[src/rtl/alu_mul_seq_if.sv]
// Bus bundle between the sequential multiplier, its requester and the shared ALU.
// The multiplier core uses the slave view. The requester and the ALU use the master view.
interface alu_mul_seq_if #(
   parameter int XLEN = 32
);
   logic            start;
   logic [XLEN-1:0] op_a;
   logic [XLEN-1:0] op_b;
   logic            ready;
   logic            done;
   logic [XLEN-1:0] prod_hi;
   logic [XLEN-1:0] prod_lo;
   logic [XLEN-1:0] alu_a;
   logic [XLEN-1:0] alu_b;
   logic            alu_c;
   logic [2:0]      alu_op;
   logic [3:0]      alu_status;
   logic [XLEN-1:0] alu_result;

   modport slave (
      input  start, op_a, op_b, alu_status, alu_result,
      output ready, done, prod_hi, prod_lo, alu_a, alu_b, alu_c, alu_op
   );

   modport master (
      output start, op_a, op_b, alu_status, alu_result,
      input  ready, done, prod_hi, prod_lo, alu_a, alu_b, alu_c, alu_op
   );
endinterface

[src/rtl/alu_mul_seq.sv]
// Shift-and-add unsigned multiplier: the block issues one external ALU ADD per multiplier bit.
// The product is {acc, mplier} after XLEN iterations.
module alu_mul_seq #(
   parameter int XLEN  = 32,
   parameter int CNT_W = 6
) (
   input  logic          clk,
   input  logic          rst_n,
   alu_mul_seq_if.slave  bus
);
   localparam logic [2:0] ALU_ADD = 3'b000;

   typedef enum logic [1:0] {IDLE, RUN, DONE} state_t;

   state_t              state_reg, state_next;
   logic [XLEN-1:0]     acc_reg, mcand_reg, mplier_reg;
   logic [CNT_W-1:0]    cnt_reg;
   logic [XLEN-1:0]     prod_hi_reg, prod_lo_reg;
   logic [XLEN-1:0]     addend;
   logic [2*XLEN-1:0]   shift_next;
   logic                accept;
   logic                last_iter;
   logic [2:0]          unused_status;

   assign unused_status = {bus.alu_status[3:2], bus.alu_status[0]};

   // The multiplicand is gated by the current multiplier LSB to form the partial product.
   generate
      for (genvar gi = 0; gi < XLEN; gi++) begin : g_addend
         assign addend[gi] = mcand_reg[gi] & mplier_reg[0];
      end
   endgenerate

   // The carry enters the acc MSB. The sum LSB drops into the vacated multiplier MSB.
   assign shift_next = {bus.alu_status[1], bus.alu_result, mplier_reg[XLEN-1:1]};
   assign last_iter  = (cnt_reg == CNT_W'(XLEN - 1));
   assign accept     = (state_reg != RUN) && bus.start;

   always_comb begin
      state_next = state_reg;
      bus.alu_a  = '0;
      bus.alu_b  = '0;
      bus.alu_c  = 1'b0;
      bus.alu_op = ALU_ADD;
      case (state_reg)
         IDLE: if (bus.start) state_next = RUN;
         RUN: begin
            bus.alu_a = acc_reg;
            bus.alu_b = addend;
            if (last_iter) state_next = DONE;
         end
         DONE: state_next = bus.start ? RUN : IDLE;
         default: state_next = IDLE;
      endcase
   end

   always_ff @(posedge clk) begin
      if (!rst_n) begin
         state_reg   <= IDLE;
         acc_reg     <= '0;
         mcand_reg   <= '0;
         mplier_reg  <= '0;
         cnt_reg     <= '0;
         prod_hi_reg <= '0;
         prod_lo_reg <= '0;
      end else begin
         state_reg <= state_next;
         if (accept) begin
            mcand_reg  <= bus.op_a;
            mplier_reg <= bus.op_b;
            acc_reg    <= '0;
            cnt_reg    <= '0;
         end else if (state_reg == RUN) begin
            acc_reg    <= shift_next[2*XLEN-1:XLEN];
            mplier_reg <= shift_next[XLEN-1:0];
            cnt_reg    <= cnt_reg + 1'b1;
            if (last_iter) begin
               prod_hi_reg <= shift_next[2*XLEN-1:XLEN];
               prod_lo_reg <= shift_next[XLEN-1:0];
            end
         end
      end
   end

   assign bus.ready   = (state_reg != RUN);
   assign bus.done    = (state_reg == DONE);
   assign bus.prod_hi = prod_hi_reg;
   assign bus.prod_lo = prod_lo_reg;
endmodule

[src/flat_wrapper.sv]
// flat-port wrapper written by rule: the top's interface ports become plain ports
module alu_mul_seq_flat 
#(
   parameter int XLEN  = 32,
   parameter int CNT_W = 6
)
  (clk, rst_n, bus_start, bus_op_a, bus_op_b, bus_alu_status, bus_alu_result, bus_ready, bus_done, bus_prod_hi, bus_prod_lo, bus_alu_a, bus_alu_b, bus_alu_c, bus_alu_op);
  alu_mul_seq_if #(.XLEN(XLEN)) bus_i ();
  input  logic clk;
  input  logic rst_n;
  input wire logic [$bits(bus_i.start)-1:0] bus_start;
  input wire logic [$bits(bus_i.op_a)-1:0] bus_op_a;
  input wire logic [$bits(bus_i.op_b)-1:0] bus_op_b;
  input wire logic [$bits(bus_i.alu_status)-1:0] bus_alu_status;
  input wire logic [$bits(bus_i.alu_result)-1:0] bus_alu_result;
  output wire logic [$bits(bus_i.ready)-1:0] bus_ready;
  output wire logic [$bits(bus_i.done)-1:0] bus_done;
  output wire logic [$bits(bus_i.prod_hi)-1:0] bus_prod_hi;
  output wire logic [$bits(bus_i.prod_lo)-1:0] bus_prod_lo;
  output wire logic [$bits(bus_i.alu_a)-1:0] bus_alu_a;
  output wire logic [$bits(bus_i.alu_b)-1:0] bus_alu_b;
  output wire logic [$bits(bus_i.alu_c)-1:0] bus_alu_c;
  output wire logic [$bits(bus_i.alu_op)-1:0] bus_alu_op;
  assign bus_i.start = bus_start;
  assign bus_i.op_a = bus_op_a;
  assign bus_i.op_b = bus_op_b;
  assign bus_i.alu_status = bus_alu_status;
  assign bus_i.alu_result = bus_alu_result;
  assign bus_ready = bus_i.ready;
  assign bus_done = bus_i.done;
  assign bus_prod_hi = bus_i.prod_hi;
  assign bus_prod_lo = bus_i.prod_lo;
  assign bus_alu_a = bus_i.alu_a;
  assign bus_alu_b = bus_i.alu_b;
  assign bus_alu_c = bus_i.alu_c;
  assign bus_alu_op = bus_i.alu_op;
  alu_mul_seq #(.XLEN(XLEN), .CNT_W(CNT_W)) u_core (.clk(clk), .rst_n(rst_n), .bus(bus_i));
endmodule
[config.mk]
export PLATFORM = sky130hd
export DESIGN_NAME = alu_mul_seq_flat
export DESIGN_NICKNAME = d
export VERILOG_FILES = /design/src/rtl/alu_mul_seq_if.sv /design/src/rtl/alu_mul_seq.sv /design/src/flat_wrapper.sv
export SDC_FILE = /design/constraint.sdc
export NUM_CORES = 1
export LEC_CHECK = 0
export BUFFER_PORTS_ARGS = -buffer_cell sky130_fd_sc_hd__buf_2
export CAP_MARGIN = 20
export CORE_ASPECT_RATIO = 2
export CORE_MARGIN = 2
export CORE_UTILIZATION = 55
export CTS_CLUSTER_DIAMETER = 80
export DETAILED_ROUTE_END_ITERATION = 10
export PLACE_DENSITY = 0.95
export SLEW_MARGIN = 25
export SYNTH_ARGS = -nofsm -noshare
export SYNTH_HDL_FRONTEND = slang
export SYNTH_SLANG_ARGS = --single-unit
[constraint.sdc]
create_clock -name clk -period 4.7 [get_ports clk]
set_clock_uncertainty 0.05 [all_clocks]
set_input_delay 0.47 -clock clk [delete_from_list [all_inputs] [get_ports clk]]
set_output_delay 0.47 -clock clk [all_outputs]
set_load 0.02 [all_outputs]
==> metrics.cfg <==
[logic_synthesis]
synthesis.area_um2=7230
synth_fa_ha_area_share_pct=0.173
netlist_instances=823
ys.flop_type=dfxtp_1
avgSynthCellArea_um2=8.78
yosys.area.top_type=dfxtp_1
async_flop_share_pct=0
muxShareOfSynthArea_pct=13.3
synth-simple-area-share_pct=21.0
yosysSeqAreaShare_pct=46.5
synth_xor_area_share_pct=0.242
yosysWarnings=0
synth-edff-count=0
netlist_top_cells_area=dfxtp_1 47%, mux2i_1 13%, nand2_1 12%
synth_compound_area_share_pct=12.9
synth.distinct_cells=32
ys_seq_elements=168
synth_top_family_by_area=simple AND/OR/NAND/NOR gates
synth_top_cell_area_share_pct=46.5

[die]
fp.dieH_um=166
coreArea_um2=12900
num_rows=59
die_area_um2=14100
die_x_um=85.1
start_util_pct=56.0
io_pins=237

[clock_network]
htree_levels=4
post_cts_buffers=0
worst_skew_pair.late_latency_ns=0.41
cts_resized=0
cts.sinks=168
clock_path_buffers=2
cts_buffers=17
ctsHoldBuffers=0
cts_tree=yes
clockRootBuffer=clkbuf_16
cts.clk_slew.worst_paths_ns=0.07

[worst_setup_path]
rr_worst_depth=5
worstPathMaxFanout=88
r2r_setup_slack_ns=2.06
worstPathArrival_ns=2.53
crit_path_start_kind=register
r2r_end=u_core.mcand_reg[31]
worstPathRequired_ns=4.18
worstSetupEndpointType=primary output
path_class=reg -> out
r2r-start=u_core.state_reg[0]

[sta]
fmax_mhz=328
setup_tns_ns=0
report.final.hold_viol_count=0
finalCritPeriodShare_pct=64.8
final-setup-viol-count=0
period_needed_ns=3.05
relSlewSlack_pct=36.3
worst_pin_slew_ns=0.954
rsz0062_at_grt=false
setup_ws_ns=1.65
fin_hold_ws_ns=0.254
drv_slew=0

[pwr]
power_density_nw_per_um2=361
p_leak_nw=4.33
ir_worst_vdd_mv=0.296
share_comb_of_total_power_pct=9.1
p_sw_mw=0.841
seqPwrFrac_pct=47.6
swShare_pct=26.4
p_int_mw=2.35
pwr-share-clk_pct=43.3
total_power_mw=3.19

[detailed_routing]
firstDrtPassIters=5
via_count=6393
routedWlPerCell_um=15.2
routed_wl_mm=17.8
ant_nets=0
drc=0
avgViaCountPerCell=5.44
drt_iter0_markers=359

[place]
hpwl_mm=12.0
dpl.cell_count=1138
numPortBuffers=229
gp_congestion=0.880
place_ws_ns=2.09

[min_path]
hold_end=u_core.mcand_reg[7]
worstHoldPathType=in -> reg
worstHoldPathCells=3
hold_path.startpoint=bus_op_a[7]

[global_route]
antenna_found_initial=5
grt_first_pass_wirelength_mm=28.7
gr-total-overflow=0
grt_max_degree=94
grt_pass1_vias=6055
track_usage_pct=24.8

[status]
outcome=complete, no violations

[layout]
stdcell_count=1175
synthToLayoutAreaGrowth_pct=22.3
fin_nets=1109
drive_gt1_share_pct=26.8

[run]
drv_cap=0

==> power by group through the flow <==
stage / Sequential [mW] / Clock [mW] / Combinational (mW)
finish: 1.52 / 1.38 / 0.291
global route: 1.53 / 1.46 / 0.326
CTS: 1.52 / 1.40 / 0.293
detailed placement: 1.55 / 0 / 0.290
global placement: 1.55 / 0 / 0.279
floorplan: 1.53 / 0 / 0.215
==> critical path: stages (launching register included) <==
cell and delay, ns:
dfxtp_1 0.44, and2b_4 0.77, buf_4 0.48, and3_1 0.23, buf_2 0.17
==> synthesized netlist by cell type, types with 2 or more instances <==
cell and count:
a21boi_0 17, a21boi_1 15, a21oi_1 36, and2_1 33, and3_1 32, buf_1 9, buf_2 24, buf_4 7
buf_8 5, clkbuf_1 31, dfxtp_1 168, inv_1 2, mux2i_1 96, nand2_1 229, nand3_1 33, nor2_1 2
o211a_1 32, o21ai_0 35, or3_1 3, xnor2_1 2
==> per-stage QoR <==
stage          instance area, µm²  utilization (%)
2_1_floorplan                7240                -
3_3_place_gp                 8240             63.8
3_5_place_dp                 8240             63.8
4_1_cts                      8830             68.4
5_1_grt                      8840             68.5
6_report                     8840             68.5
==> layout make-up <==
| type | count | area (µm²) |
|---|---|---|
| diodes | 5 | 12.5 |
| fillers | 998 | 4080 |
| well taps | 152 | 190 |
| repair buffers | 237 | 1210 |
| multi-input cells | 578 | 3470 |
| clock inverters | 14 | 160 |
| inverters | 3 | 13.8 |
| clock buffers | 18 | 429 |
| flip-flops and latches | 168 | 3360 |
==> worst max-delay path by stage <==
stage | from | end | cells past startpoint
global placement | u_core.state_reg[0] | bus_alu_b[20] | 4
CTS | u_core.state_reg[0] | bus_alu_b[20] | 4
detailed placement | u_core.state_reg[0] | u_core.mplier_reg[5] | 4
global route | u_core.state_reg[0] | bus_alu_b[21] | 4
floorplan | u_core.state_reg[0] | bus_alu_b[10] | 4
finish | u_core.state_reg[0] | bus_alu_b[20] | 4
==> per-layer routing <==
layer	vias to the layer above	wire length, µm	track usage [%]
li1	3129	-	-
met1	3001	6860	27.6
met2	209	9330	43.1
met3	54	809	4.67
met4	0	848	14.2
met5	-	0	0
==> logic make-up after synthesis <==
family	after synthesis
DFF	168
adders and majority gates	1
muxes	96
xor gates and xnor gates	2
AOI/OAI and AO/OA	137
buffers and inverters	80
other	1
and+or+nand+nor	338
==> cells in the final DEF, fill, tap and decap left out, types with 2 or more instances in the layout <==
cell type | Yosys | routed
a21boi_0 | 17 | 17
a21boi_1 | 15 | 15
a21oi_1 | 36 | 36
and2_1 | 33 | 33
and3_1 | 32 | 32
buf_2 | 24 | 228
buf_4 | 7 | 9
clkbuf_16 | 0 | 17
clkinv_8 | 0 | 2
clkinvlp_4 | 0 | 4
conb_1 | 1 | 4
dfxtp_1 | 168 | 168
diode_2 | 0 | 5
inv_1 | 2 | 2
inv_6 | 0 | 2
inv_8 | 0 | 4
mux2i_1 | 96 | 96
nand2_1 | 229 | 229
nand3_1 | 33 | 33
nor2_1 | 2 | 2
o211a_1 | 32 | 32
o21ai_0 | 35 | 35
or3_1 | 3 | 3
xnor2_1 | 2 | 2
(Power assumes the default switching activity.)
